[src/rtl/mul_seq_pkg.sv]
// rtl/mul_seq_pkg.sv - shared widths, step count and state type for the multi-cycle arithmetic unit
package mul_seq_pkg;

  // Operand width shared by the multiplier and divider datapaths.
  localparam int MUL_W = 32;

  // One shift-add iteration per multiplier bit.
  localparam int MUL_STEPS = 32;

  // Iteration counter width; wide enough to index every step.
  localparam int CNT_W = $clog2(MUL_STEPS);

  // Counter value seen on the edge that performs the final iteration.
  localparam logic [CNT_W-1:0] LAST_STEP = CNT_W'(MUL_STEPS - 1);

  // Control state: IDLE holds results, RUN iterates.
  typedef enum logic {
    S_IDLE = 1'b0,
    S_RUN  = 1'b1
  } mul_state_t;

  // The product is negative only for signed operations with operands of opposite sign.
  function automatic logic result_negative(input logic is_signed,
                                           input logic a_msb,
                                           input logic b_msb);
    return is_signed & (a_msb ^ b_msb);
  endfunction

endpackage

[src/rtl/mul_seq_cond_neg.sv]
// rtl/mul_seq_cond_neg.sv - width-parameterised conditional two's-complement negation
module cond_neg #(
  parameter int W = 32
) (
  input  logic [W-1:0] x,
  input  logic         en,
  output logic [W-1:0] y
);

  // Subtracting from zero gives the two's complement; -0 naturally stays 0,
  // and the most negative value maps onto itself, which read as unsigned is
  // exactly its magnitude.
  assign y = en ? (W'(0) - x) : x;

endmodule

[src/rtl/mul_seq.sv]
// rtl/mul_seq.sv - sequential 32x32->64 signed/unsigned shift-add multiplier with start/busy handshake
module mul_seq
  import mul_seq_pkg::*;
(
  input  logic             clock,
  input  logic             reset,
  input  logic [MUL_W-1:0] a,
  input  logic [MUL_W-1:0] b,
  input  logic             sign,
  input  logic             start,
  output logic [MUL_W-1:0] hi,
  output logic [MUL_W-1:0] lo,
  output logic             busy,
  output logic             done
);

  mul_state_t           state;
  logic [CNT_W-1:0]     count;
  logic                 neg;
  logic [MUL_W-1:0]     ma;
  logic [MUL_W:0]       acc;
  logic [MUL_W-1:0]     mplr;
  logic [2*MUL_W-1:0]   result;
  logic                 done_q;

  // Operand magnitudes; only used on a start edge.
  logic [MUL_W-1:0]     a_mag;
  logic [MUL_W-1:0]     b_mag;

  // Next-iteration datapath values.
  logic [MUL_W:0]       sum;
  logic [MUL_W:0]       acc_next;
  logic [MUL_W-1:0]     mplr_next;
  logic [2*MUL_W-1:0]   prod_mag;
  logic [2*MUL_W-1:0]   prod_signed;

  cond_neg #(.W(MUL_W)) u_neg_a (
    .x  (a),
    .en (sign & a[MUL_W-1]),
    .y  (a_mag)
  );

  cond_neg #(.W(MUL_W)) u_neg_b (
    .x  (b),
    .en (sign & b[MUL_W-1]),
    .y  (b_mag)
  );

  // One radix-2 step: conditionally add the multiplicand, then shift the
  // {acc, mplr} pair right so the next multiplier bit lands in mplr[0].
  always_comb begin
    sum       = acc + (mplr[0] ? {1'b0, ma} : '0);
    acc_next  = {1'b0, sum[MUL_W:1]};
    mplr_next = {sum[0], mplr[MUL_W-1:1]};
    // After the final shift the product fits in 64 bits, so acc[32] is zero.
    prod_mag  = {acc_next[MUL_W-1:0], mplr_next};
  end

  cond_neg #(.W(2*MUL_W)) u_neg_p (
    .x  (prod_mag),
    .en (neg),
    .y  (prod_signed)
  );

  // Control and datapath state; start overrides everything except reset,
  // so an in-flight or just-finishing operation is silently abandoned.
  always_ff @(negedge clock) begin
    if (reset) begin
      state  <= S_IDLE;
      count  <= '0;
      neg    <= 1'b0;
      ma     <= '0;
      acc    <= '0;
      mplr   <= '0;
      result <= '0;
      done_q <= 1'b0;
    end else if (start) begin
      state  <= S_RUN;
      count  <= '0;
      neg    <= result_negative(sign, a[MUL_W-1], b[MUL_W-1]);
      ma     <= a_mag;
      acc    <= '0;
      mplr   <= b_mag;
      done_q <= 1'b0;
    end else begin
      case (state)
        S_RUN: begin
          acc   <= acc_next;
          mplr  <= mplr_next;
          count <= count + 1'b1;
          if (count == LAST_STEP) begin
            state  <= S_IDLE;
            result <= prod_signed;
            done_q <= 1'b1;
          end else begin
            done_q <= 1'b0;
          end
        end
        default: begin
          done_q <= 1'b0;
        end
      endcase
    end
  end

  assign busy = (state == S_RUN);
  assign done = done_q;
  assign hi   = result[2*MUL_W-1:MUL_W];
  assign lo   = result[MUL_W-1:0];

endmodule

[config.mk]
export PLATFORM = sky130hd
export DESIGN_NAME = mul_seq
export DESIGN_NICKNAME = d
export VERILOG_FILES = /design/src/rtl/mul_seq_pkg.sv /design/src/rtl/mul_seq_cond_neg.sv /design/src/rtl/mul_seq.sv
export SDC_FILE = /design/constraint.sdc
export NUM_CORES = 1
export LEC_CHECK = 0
export BUFFER_PORTS_ARGS = -buffer_cell sky130_fd_sc_hd__buf_2
export CAP_MARGIN = 20
export CORE_MARGIN = 1
export CORE_UTILIZATION = 55
export CTS_BUF_LIST = sky130_fd_sc_hd__clkbuf_8
export DETAILED_ROUTE_END_ITERATION = 16
export GPL_ROUTABILITY_DRIVEN = 1
export GPL_TIMING_DRIVEN = 0
export PLACE_DENSITY = 0.79
export SYNTH_ARGS = -nofsm -noshare
export SYNTH_HDL_FRONTEND = slang
export SYNTH_HIERARCHICAL = 1
export SYNTH_SLANG_ARGS = --single-unit
[constraint.sdc]
create_clock -name clock -period 4.55 [get_ports clock]
set_input_delay 0.2275 -clock clock [delete_from_list [all_inputs] [get_ports clock]]
set_output_delay 0.2275 -clock clock [all_outputs]
set_load 0.1 [all_outputs]
# Word level (Yosys, flattened, before mapping)
# Index checks and enable logic that the tools add are counted.
# op_classes
n_addsub,5
n_eq_ne,1
n_mux,10
bitwise,6
reduce_logical,4
# op_table
op,count
$mux 32,5
$mux 64,1
$sub 1x32->32 const A,2
$sub 1x64->64 const A,1
$add 32x32->33,1
$add 5x1->5 const B,1
$eq 5x5->1 const B,1
$mux 1,4
$and 1x1->1,3
$reduce_and 3->1,1
$reduce_or 3->1,1
$not 1->1,2
$reduce_bool 2->1,1
$reduce_or 2->1,1
$xor 1x1->1,1
# totals
regBits,168
in_bits,68
output_inout_bits,66
wordCells,34

# Longest topological paths before layout
# Gate-level depths: netlist (run 1).
# depth
word_depth,4
depth_mapped,19
mapped_depth_nobuf,17

# Hierarchy
# Netlist (run 1), hierarchy kept.
# modules_own_cells
module,n_inst,cells_per_inst,area_each_um2,seq_area_each_um2
mul_seq,1,1015,8316.7,3363.2
cond_neg at u_neg_a ...,2,108,767.0,0.0
cond_neg at u_neg_p,1,198,1453.9,0.0

==> impl_metrics.tcl, run 1 <==
set metrics [dict create \
    status "complete, but fails checks" \
    violations "setup timing" \
    synthMuxAreaShare 0.0717 \
    path_buf_inv 4 \
    period_needed_ns 4.69 \
    setup_viol 5 \
    synthAdderAreaFrac 0.0427 \
    ant_nets 0 \
    fp.dieH_um 145 \
    die_area_um2 21100 \
    grt_pass1_vias 11100 \
    portBuffers 132 \
    rows 52 \
    synthesis.nets 1535 \
    synth-simple-area-share 0.231 \
    rrSetupSlack_ns -0.14 \
    synth_xor_area_frac 0.118 \
    syn_area_per_cell_um2 7.91 \
    placed_area_um2 12300 \
    place_inst 1832 \
    synth-edff-count 0 \
    nets 1875 \
    final_cell_area_um2 13900 \
    max_freq_ghz 0.213 \
    critPathRequiredTime_ns 7.22 \
    grt_first_pass_wirelength_um 52800 \
    cp_cell_sequence "buf_6 -> and2_4 -> ha_4 -> buf_6 -> nand4_1 -> nor3_2 -> o31ai_4 -> a21boi_1 -> o21ai_1 -> buf_4 -> a21boi_1 -> nor2_4 -> or4_1 -> or4_4 -> or4_4 -> buf_4 -> o31ai_4 -> xnor2_1 -> nand2_1 -> a21oi_1" \
    drive_above_1_share 0.163 \
    ys_ff_latch 168 \
    cp_slowest_cell "or4_1" \
    first_pass_iters 5 \
    vdd_drop_max_mv 0.192 \
    antenna_found_initial 0 \
    min_from "result[26]" \
    track_usage 0.306 \
    yosysWarnings 6 \
    tightest_slew_ns 1.00 \
    timing.final.crit_share 1.03 \
    synth_top_family_by_area "simple AND/OR/NAND/NOR gates" \
    core_um2 20200 \
    viasPerCell 5.82 \
    setup_ws_ns -0.139 \
    synth_area_um2 11300 \
    yosysSeqAreaShare 0.298 \
    fill_cells 1649 \
    drtIter0Drc 1055 \
    drv_slew 0 \
    max_cap_viol_count 0 \
    criticalPathCategory "reg -> reg" \
    drc 0 \
    p_per_area_nw_per_um2 287 \
    maxSlewHeadroom 0.333 \
    via_count 11900 \
    timing.rr.start "mplr[0]" \
    synthToLayoutAreaGrowth_pct 22.8 \
    hpwl_um 24300 \
    hold_depth 2 \
    synth-compound-area-share 0.195 \
    io-pin-count 134 \
    timing.rr.end "result[55]" \
    yosysUniqueCellTypes 73 \
    whs_ns 0.448 \
    clockBufferDepth 2 \
    root_buffer "clkbuf_8" \
    fin_skew_ns 0.0292 \
    worstPathArrival_ns 7.36 \
    slowest_delay_ns 0.52 \
    critPathMaxFanout 7 \
    rsz0062_at_grt "yes" \
    most-common-layout-cells "nand2_1, inv_1, dfxtp_1" \
    clkSinkCount 168 \
    power_leakage_nw 6.11 \
    totalWireLength_um 34200 \
    hold_end "result[26]" \
    critical-path-top-delay-family "simple AND/OR/NAND/NOR gates" \
    routabilityCongestion 0.965 \
    routedWlPerCell_um 16.6 \
    syn_inst 1429 \
    insertion_delay_ns 0.50 \
    multiInputGateArea_um2 7800 \
    seq_area_um2 3370 \
    cts_buffers 17 \
    ff2ff_path_depth 20 \
    die_w_um 145 \
    grt_max_degree 17 \
    cts_htree_levels 4 \
    cp-end-kind "flip-flop" \
    clk_pin_slew_ns 0.04 \
    hold_class "reg -> reg" \
    cts_tree "built" \
    grt.overflow.total 0 \
    final_cells 2052 \
    initial_core_util 0.560 \
    setup_tns_ns -0.465 \
    hold_violations 0 \
    crit_path_start_kind "flip-flop" \
    synth_ff_type "dfxtp_1" \
    async_flop_share 0 \
]
==> repair_timing <==
action	in CTS	in global routing
endpoints found under the hold margin	0	0
pin swaps	9	25
endpoints found under the setup margin	18	28
gates cloned	0	1
hold buffers	0	0
buffers inserted	6	15
resized for setup	26	47
==> how the worst max path moves through the flow <==
| stage | from | to | slack (ns) | depth (start not counted) |
|---|---|---|---|---|
| after floorplan | mplr[0] | result[63] | 0.07 | 18 |
| after detailed placement | mplr[0] | result[55] | -0.61 | 18 |
| final | mplr[0] | result[55] | -0.14 | 20 |
| after global routing | mplr[0] | result[61] | -0.30 | 17 |
| after global placement | mplr[0] | result[55] | -0.51 | 18 |
| after CTS | mplr[0] | result[57] | 0.007 | 18 |
==> Yosys cell counts (all sizes together), types with 21 or more instances <==
library cell	instances	area, um2
nand2	193	732
or4	26	221
a21oi	139	718
o41ai	40	403
inv	25	93.8
o31ai	37	283
clkbuf	68	255
nand3	21	105
buf	22	148
o21ai	45	229
a21o	22	166
xnor2	141	1240
nor2	157	589
ha	37	463
dfxtp	168	3360
mux2i	81	811
and2	36	225
==> worst reg2reg max path, cell delays in order, from the launching register on <==
cell and delay (ns):
dfxtp_4 0.36, buf_6 0.13, and2_4 0.14, ha_4 0.26
buf_6 0.14, nand4_1 0.16, nor3_2 0.29, o31ai_4 0.13
a21boi_1 0.20, o21ai_1 0.12, buf_4 0.14, a21boi_1 0.29
nor2_4 0.08, or4_1 0.52, or4_4 0.47, or4_4 0.50
buf_4 0.17, o31ai_4 0.17, xnor2_1 0.14, nand2_1 0.06
a21oi_1 0.14
==> registers in the layout, indices dropped and copies added (netlist names) <==
signal  count
result     64
mplr       32
acc        32
neg         1
busy        1
ma         32
count       5
done        1
==> per-layer routing <==
| metal | global-route usage | wire length [um] | part of all wire |
|---|---|---|---|
| met2 | 0.460 | 15100 | 0.44 |
| met5 | 0 | 0 | 0 |
| met1 | 0.416 | 15000 | 0.44 |
| met3 | 0.0743 | 3300 | 0.096 |
| met4 | 0.135 | 793 | 0.023 |
==> per-stage QoR <==
| step | power [W] | setup slack [ns] | util |
|---|---|---|---|
| 2_1_floorplan | 0.00224 | 0.0661 | - |
| 3_3_place_gp | 0.00241 | -0.511 | 0.610 |
| 3_5_place_dp | 0.00243 | -0.606 | 0.611 |
| 4_1_cts | 0.00395 | 0.00684 | 0.669 |
| 5_1_grt | 0.00425 | -0.296 | 0.688 |
| 6_report | 0.00398 | -0.139 | 0.688 |
==> power by group <==
part / leakage, nW / internal (W) / switching [W]
sequential: 1.37 / 0.00153 / 0.0000562
clock: 1.10 / 0.000653 / 0.00107
combinational: 3.65 / 0.000276 / 0.000398
==> final cells by class <==
class | count | area share
Antenna cell | 1 | 0.000180
Buffer | 89 | 0.0302
Tap cell | 270 | 0.0243
Clock buffer | 17 | 0.0169
Clock inverter | 182 | 0.0573
Inverter | 24 | 0.00649
Timing Repair Buffer | 155 | 0.0601
Multi-Input combinational cell | 1146 | 0.562
Sequential cell | 168 | 0.243
==> kinds of logic (layout without fill, tap and decap cells) <==
family / Yosys count / count (layout)
AND/OR/NAND/NOR: 544 / 544
AO/OA/AOI/OAI: 332 / 332
flip-flops: 168 / 168
XOR/XNOR: 151 / 151
buffers and inverters: 115 / 467
multiplexers: 81 / 81
adder cells (fa/ha/maj): 38 / 38
other: 0 / 1
Power figures use the tool's default switching activity.
==> inputs of run 2 (changes only) <==
--- a/config.mk
+++ b/config.mk
@@ -12,7 +12,7 @@
 export CTS_BUF_LIST = sky130_fd_sc_hd__clkbuf_8
 export DETAILED_ROUTE_END_ITERATION = 16
 export GPL_ROUTABILITY_DRIVEN = 1
-export GPL_TIMING_DRIVEN = 0
+export GPL_TIMING_DRIVEN = 1
 export PLACE_DENSITY = 0.79
 export SYNTH_ARGS = -nofsm -noshare
 export SYNTH_HDL_FRONTEND = slang
==> impl_metrics.tcl, run 2 (same netlist as run 1, synthesis figures left out) <==
set metrics [dict create \
    vdd_drop_max_mv 0.209 \
    critPathMaxFanout 5 \
    grt_first_pass_wirelength_um 49400 \
    root_buffer "clkbuf_8" \
    status "complete, no violations" \
    viasPerCell 5.74 \
    most-common-layout-cells "nand2_1, inv_1, dfxtp_1" \
    routedWlPerCell_um 15.5 \
    grt_pass1_vias 10400 \
    p_per_area_nw_per_um2 290 \
    fp.dieH_um 145 \
    clkSinkCount 168 \
    worstPathArrival_ns 7.11 \
    setup_viol 0 \
    place_inst 1797 \
    cts_buffers 17 \
    whs_ns 0.445 \
    hpwl_um 21800 \
    clk_pin_slew_ns 0.04 \
    drc 0 \
    final_cells 2001 \
    criticalPathCategory "reg -> reg" \
    cts_htree_levels 4 \
    tightest_slew_ns 0.770 \
    cts_tree "built" \
    portBuffers 133 \
    critPathRequiredTime_ns 7.24 \
    hold_violations 0 \
    core_um2 20200 \
    drtIter0Drc 956 \
    timing.final.crit_share 0.972 \
    drive_above_1_share 0.167 \
    period_needed_ns 4.42 \
    via_count 11500 \
    antenna_found_initial 0 \
    antenna_cells 0 \
    rsz0062_at_grt "yes" \
    synthToLayoutAreaGrowth_pct 20.1 \
    die_w_um 145 \
    first_pass_iters 8 \
    ctsHoldBuffers 0 \
    maxSlewHeadroom 0.487 \
    crit_path_start_kind "flip-flop" \
    largest-register "result" \
    ant_nets 0 \
    drv_slew 0 \
    nets 1825 \
    rows 52 \
    grt_max_degree 115 \
    clockBufferDepth 2 \
    grt.overflow.total 0 \
    largest_reg_flops 64 \
    fin_skew_ns 0.0295 \
    max_cap_viol_count 0 \
    routabilityCongestion 0.935 \
    max_freq_ghz 0.226 \
    io-pin-count 134 \
    initial_core_util 0.560 \
    cp-end-kind "flip-flop" \
    totalWireLength_um 30900 \
    die_area_um2 21100 \
    insertion_delay_ns 0.51 \
    power_leakage_nw 6.14 \
    track_usage 0.284 \
    hold_class "reg -> reg" \
    setup_tns_ns 0 \
]
-- run 2: cell count changes in the layout (fill, tap and decap cells not counted), moves of 5 or more --
cell	delta
buf_2	-6
a21oi_2	-7
buf_6	-6
a21oi_1	+7
ha_4	-5
buf_4	+31
buf_1	-7
clkbuf_1	-64
-- run 2: layout make-up --
type | count | area [um2]
sequential | 168 | 3370
fill | 1730 | 6590
clock buffer | 17 | 234
multi-input combinational | 1146 | 7560
timing repair buffer | 194 | 1180
clock inverter | 182 | 803
inverter | 24 | 90.1
tap | 270 | 338
-- run 2: timing repair --
item                                    4_1_cts  5_1_grt
buffers inserted                              0        5
hold endpoints to repair                      0        0
endpoints found under the setup margin        3       16
pin swaps                                     1        6
resized for setup                             1       20
-- run 2: power breakdown --
group          internal, W  switching [W]  total [W]
logic             0.000264       0.000354   0.000619
clock network     0.000656        0.00107    0.00172
registers          0.00153      0.0000635    0.00159
-- run 2: metrics by stage --
stage / total power [W] / instance area [um2] / util / setup WS (ns)
2_1_floorplan: 0.00224 / 11300 / - / 0.0661
3_3_place_gp: 0.00240 / 12400 / 0.614 / -0.00421
3_5_place_dp: 0.00242 / 12400 / 0.614 / -0.0347
4_1_cts: 0.00395 / 13400 / 0.665 / 0.0121
5_1_grt: 0.00420 / 13600 / 0.673 / -0.0774
6_report: 0.00393 / 13600 / 0.673 / 0.129
-- run 2: layer usage --
metal | routed length [um] | global-route usage
met1 | 14800 | 0.400
met5 | 0 | 0
met4 | 405 | 0.110
met3 | 2460 | 0.0846
met2 | 13300 | 0.405
-- run 2: path summary, 6_finish.rpt --
path / start / to / slack, ns / cells after the start
worst max register to register: ma[0] / result[57] / 0.13 / 16
worst min-delay path: result[22] / result[22] / 0.45 / 2
worst min register to register: result[22] / result[22] / 0.45 / 2
worst max-delay path: ma[0] / result[57] / 0.13 / 16
-- run 2: critical path, cell delays in order (launching register included) --
cell and delay (ns):
dfxtp_1 0.31, and2_1 0.16, ha_1 0.22, fa_2 0.39, a211oi_4 0.24, o21bai_1 0.13
a21oi_2 0.19, o21bai_1 0.07, a21oi_1 0.25, xnor2_1 0.14, or4_4 0.57, or4_4 0.52
or4_4 0.49, o41ai_2 0.29, xnor2_1 0.17, nand2_1 0.07, a21oi_1 0.12
==> inputs of run 3 (changes only) <==
--- a/config.mk
+++ b/config.mk
@@ -14,6 +14,7 @@
 export GPL_ROUTABILITY_DRIVEN = 1
 export GPL_TIMING_DRIVEN = 1
 export PLACE_DENSITY = 0.79
+export SETUP_SLACK_MARGIN = 0.5
 export SYNTH_ARGS = -nofsm -noshare
 export SYNTH_HDL_FRONTEND = slang
 export SYNTH_HIERARCHICAL = 1
==> impl_metrics.tcl, run 3 (same netlist as run 1, synthesis figures left out) <==
set metrics [dict create \
    rsz0062_at_grt "yes" \
    slowest_delay_ns 0.57 \
    cp_slowest_cell "or4_4" \
    pre_cts_ws_ns -0.0331 \
    drtIter0Drc 931 \
    drive_above_1_share 0.214 \
    io-pin-count 134 \
    maxSlewHeadroom 0.451 \
    placed_area_um2 12500 \
    cts_tree "built" \
    fp.dieH_um 145 \
    viasPerCell 5.87 \
    totalWireLength_um 33700 \
    cp-end-kind "flip-flop" \
    status "complete, no violations" \
    cp_cell_sequence "and2_4 -> ha_4 -> fa_2 -> a211oi_4 -> nor2_2 -> o31ai_2 -> buf_4 -> a21boi_2 -> o21ai_2 -> nor3b_4 -> nor2_2 -> or4_1 -> or4_4 -> or4_4 -> o41ai_4 -> xnor2_1 -> nand2_1 -> a21oi_2" \
    largest_reg_flops 64 \
    most-common-layout-cells "inv_1, nand2_1, dfxtp_1" \
    tightest_slew_ns 0.817 \
    cts_htree_levels 4 \
    track_usage 0.295 \
    grt_pass1_vias 10900 \
    use_met3 0.0868 \
    drc 0 \
    ant_nets 0 \
    power_leakage_nw 6.38 \
    routabilityCongestion 0.955 \
    met2_usage 0.429 \
    grt.overflow.total 0 \
    clockBufferDepth 2 \
    path_buf_inv 1 \
    root_buffer "clkbuf_8" \
    die_area_um2 21100 \
    layout.cells.most_common "inv_1" \
    cts_buffers 17 \
    setup_ws_ns 0.0448 \
    grt_first_pass_wirelength_um 51600 \
    max_freq_ghz 0.222 \
    seq_area_um2 3370 \
    timing.final.crit_share 0.990 \
    multiInputGateArea_um2 8220 \
    routedWlPerCell_um 16.6 \
    largest-register "result" \
    synthToLayoutAreaGrowth_pct 27.3 \
    insertion_delay_ns 0.51 \
    critical-path-top-delay-family "simple AND/OR/NAND/NOR gates" \
    criticalPathCategory "reg -> reg" \
    die_w_um 145 \
    ctsHoldBuffers 0 \
    core_um2 20200 \
    fin_skew_ns 0.0392 \
    fill_cells 1526 \
    nets 1847 \
    critPathMaxFanout 5 \
    first_pass_iters 6 \
    p_per_area_nw_per_um2 278 \
    portBuffers 133 \
    antenna_cells 0 \
    worstPathArrival_ns 7.19 \
    grt.busiest_layer "met2" \
    clk_pin_slew_ns 0.04 \
    final_cell_area_um2 14400 \
    grt_max_degree 132 \
    hold_class "reg -> reg" \
    clkSinkCount 168 \
    rows 52 \
    hpwl_um 21900 \
    crit_path_start_kind "flip-flop" \
    via_count 11900 \
    initial_core_util 0.560 \
    period_needed_ns 4.51 \
    fin_util 0.714 \
    drv_slew 0 \
    hold_violations 0 \
    vdd_drop_max_mv 0.205 \
    setup_viol 0 \
    rrSetupSlack_ns 0.04 \
    critPathRequiredTime_ns 7.24 \
    max_cap_viol_count 0 \
    whs_ns 0.447 \
    grt_use_met1 0.406 \
    antenna_found_initial 0 \
]
-- run 3: cell type report --
type                       count  share of cell area
multi-input combinational   1147               0.571
sequential                   168               0.234
timing repair buffer         215              0.0938
clock inverter               183              0.0550
tap                          270              0.0235
clock buffer                  17              0.0163
inverter                      24             0.00626
-- run 3: what timing repair did --
action	CTS	global route
setup endpoints to repair	24	39
gates cloned	0	2
resized for setup	34	68
setup buffers	10	14
pin swaps	14	48
-- run 3: power by group --
group / leakage (nW) / total (W) / internal [W] / switching [W]
combinational: 3.92 / 0.000695 / 0.000298 / 0.000397
sequential: 1.37 / 0.00159 / 0.00153 / 0.0000597
clock: 1.10 / 0.00172 / 0.000652 / 0.00107
-- run 3: routing by layer --
layer / share of wire / vias up
met3: 0.089 / 73
met4: 0.020 / 0
met1: 0.44 / 5560
met5: 0 / -
li1: - / 5675
met2: 0.45 / 574
-- run 3: path summary, 6_finish.rpt --
kind,start,to,cells past startpoint
worst min register to register,result[12],result[12],2
worst max-delay path,mplr[0],result[59],18
worst min-delay path,result[12],result[12],2
worst max register to register,mplr[0],result[59],18
-- run 3: per-stage QoR --
stage | std cells | power [W] | setup TNS, ns
2_1_floorplan | 1429 | 0.00226 | 0
3_3_place_gp | 1799 | 0.00242 | 0
3_5_place_dp | 1799 | 0.00244 | -0.0892
4_1_cts | 2008 | 0.00398 | 0
5_1_grt | 2024 | 0.00425 | -0.539
6_report | 2024 | 0.00400 | 0
-- run 3: worst register-to-register path, stage by stage, from the launching register on --
cell and delay [ns]:
dfxtp_2 0.33, and2_4 0.15, ha_4 0.16, fa_2 0.38
a211oi_4 0.29, nor2_2 0.07, o31ai_2 0.17, buf_4 0.16
a21boi_2 0.05, o21ai_2 0.18, nor3b_4 0.25, nor2_2 0.07
or4_1 0.51, or4_4 0.44, or4_4 0.57, o41ai_4 0.25
xnor2_1 0.19, nand2_1 0.10, a21oi_2 0.12
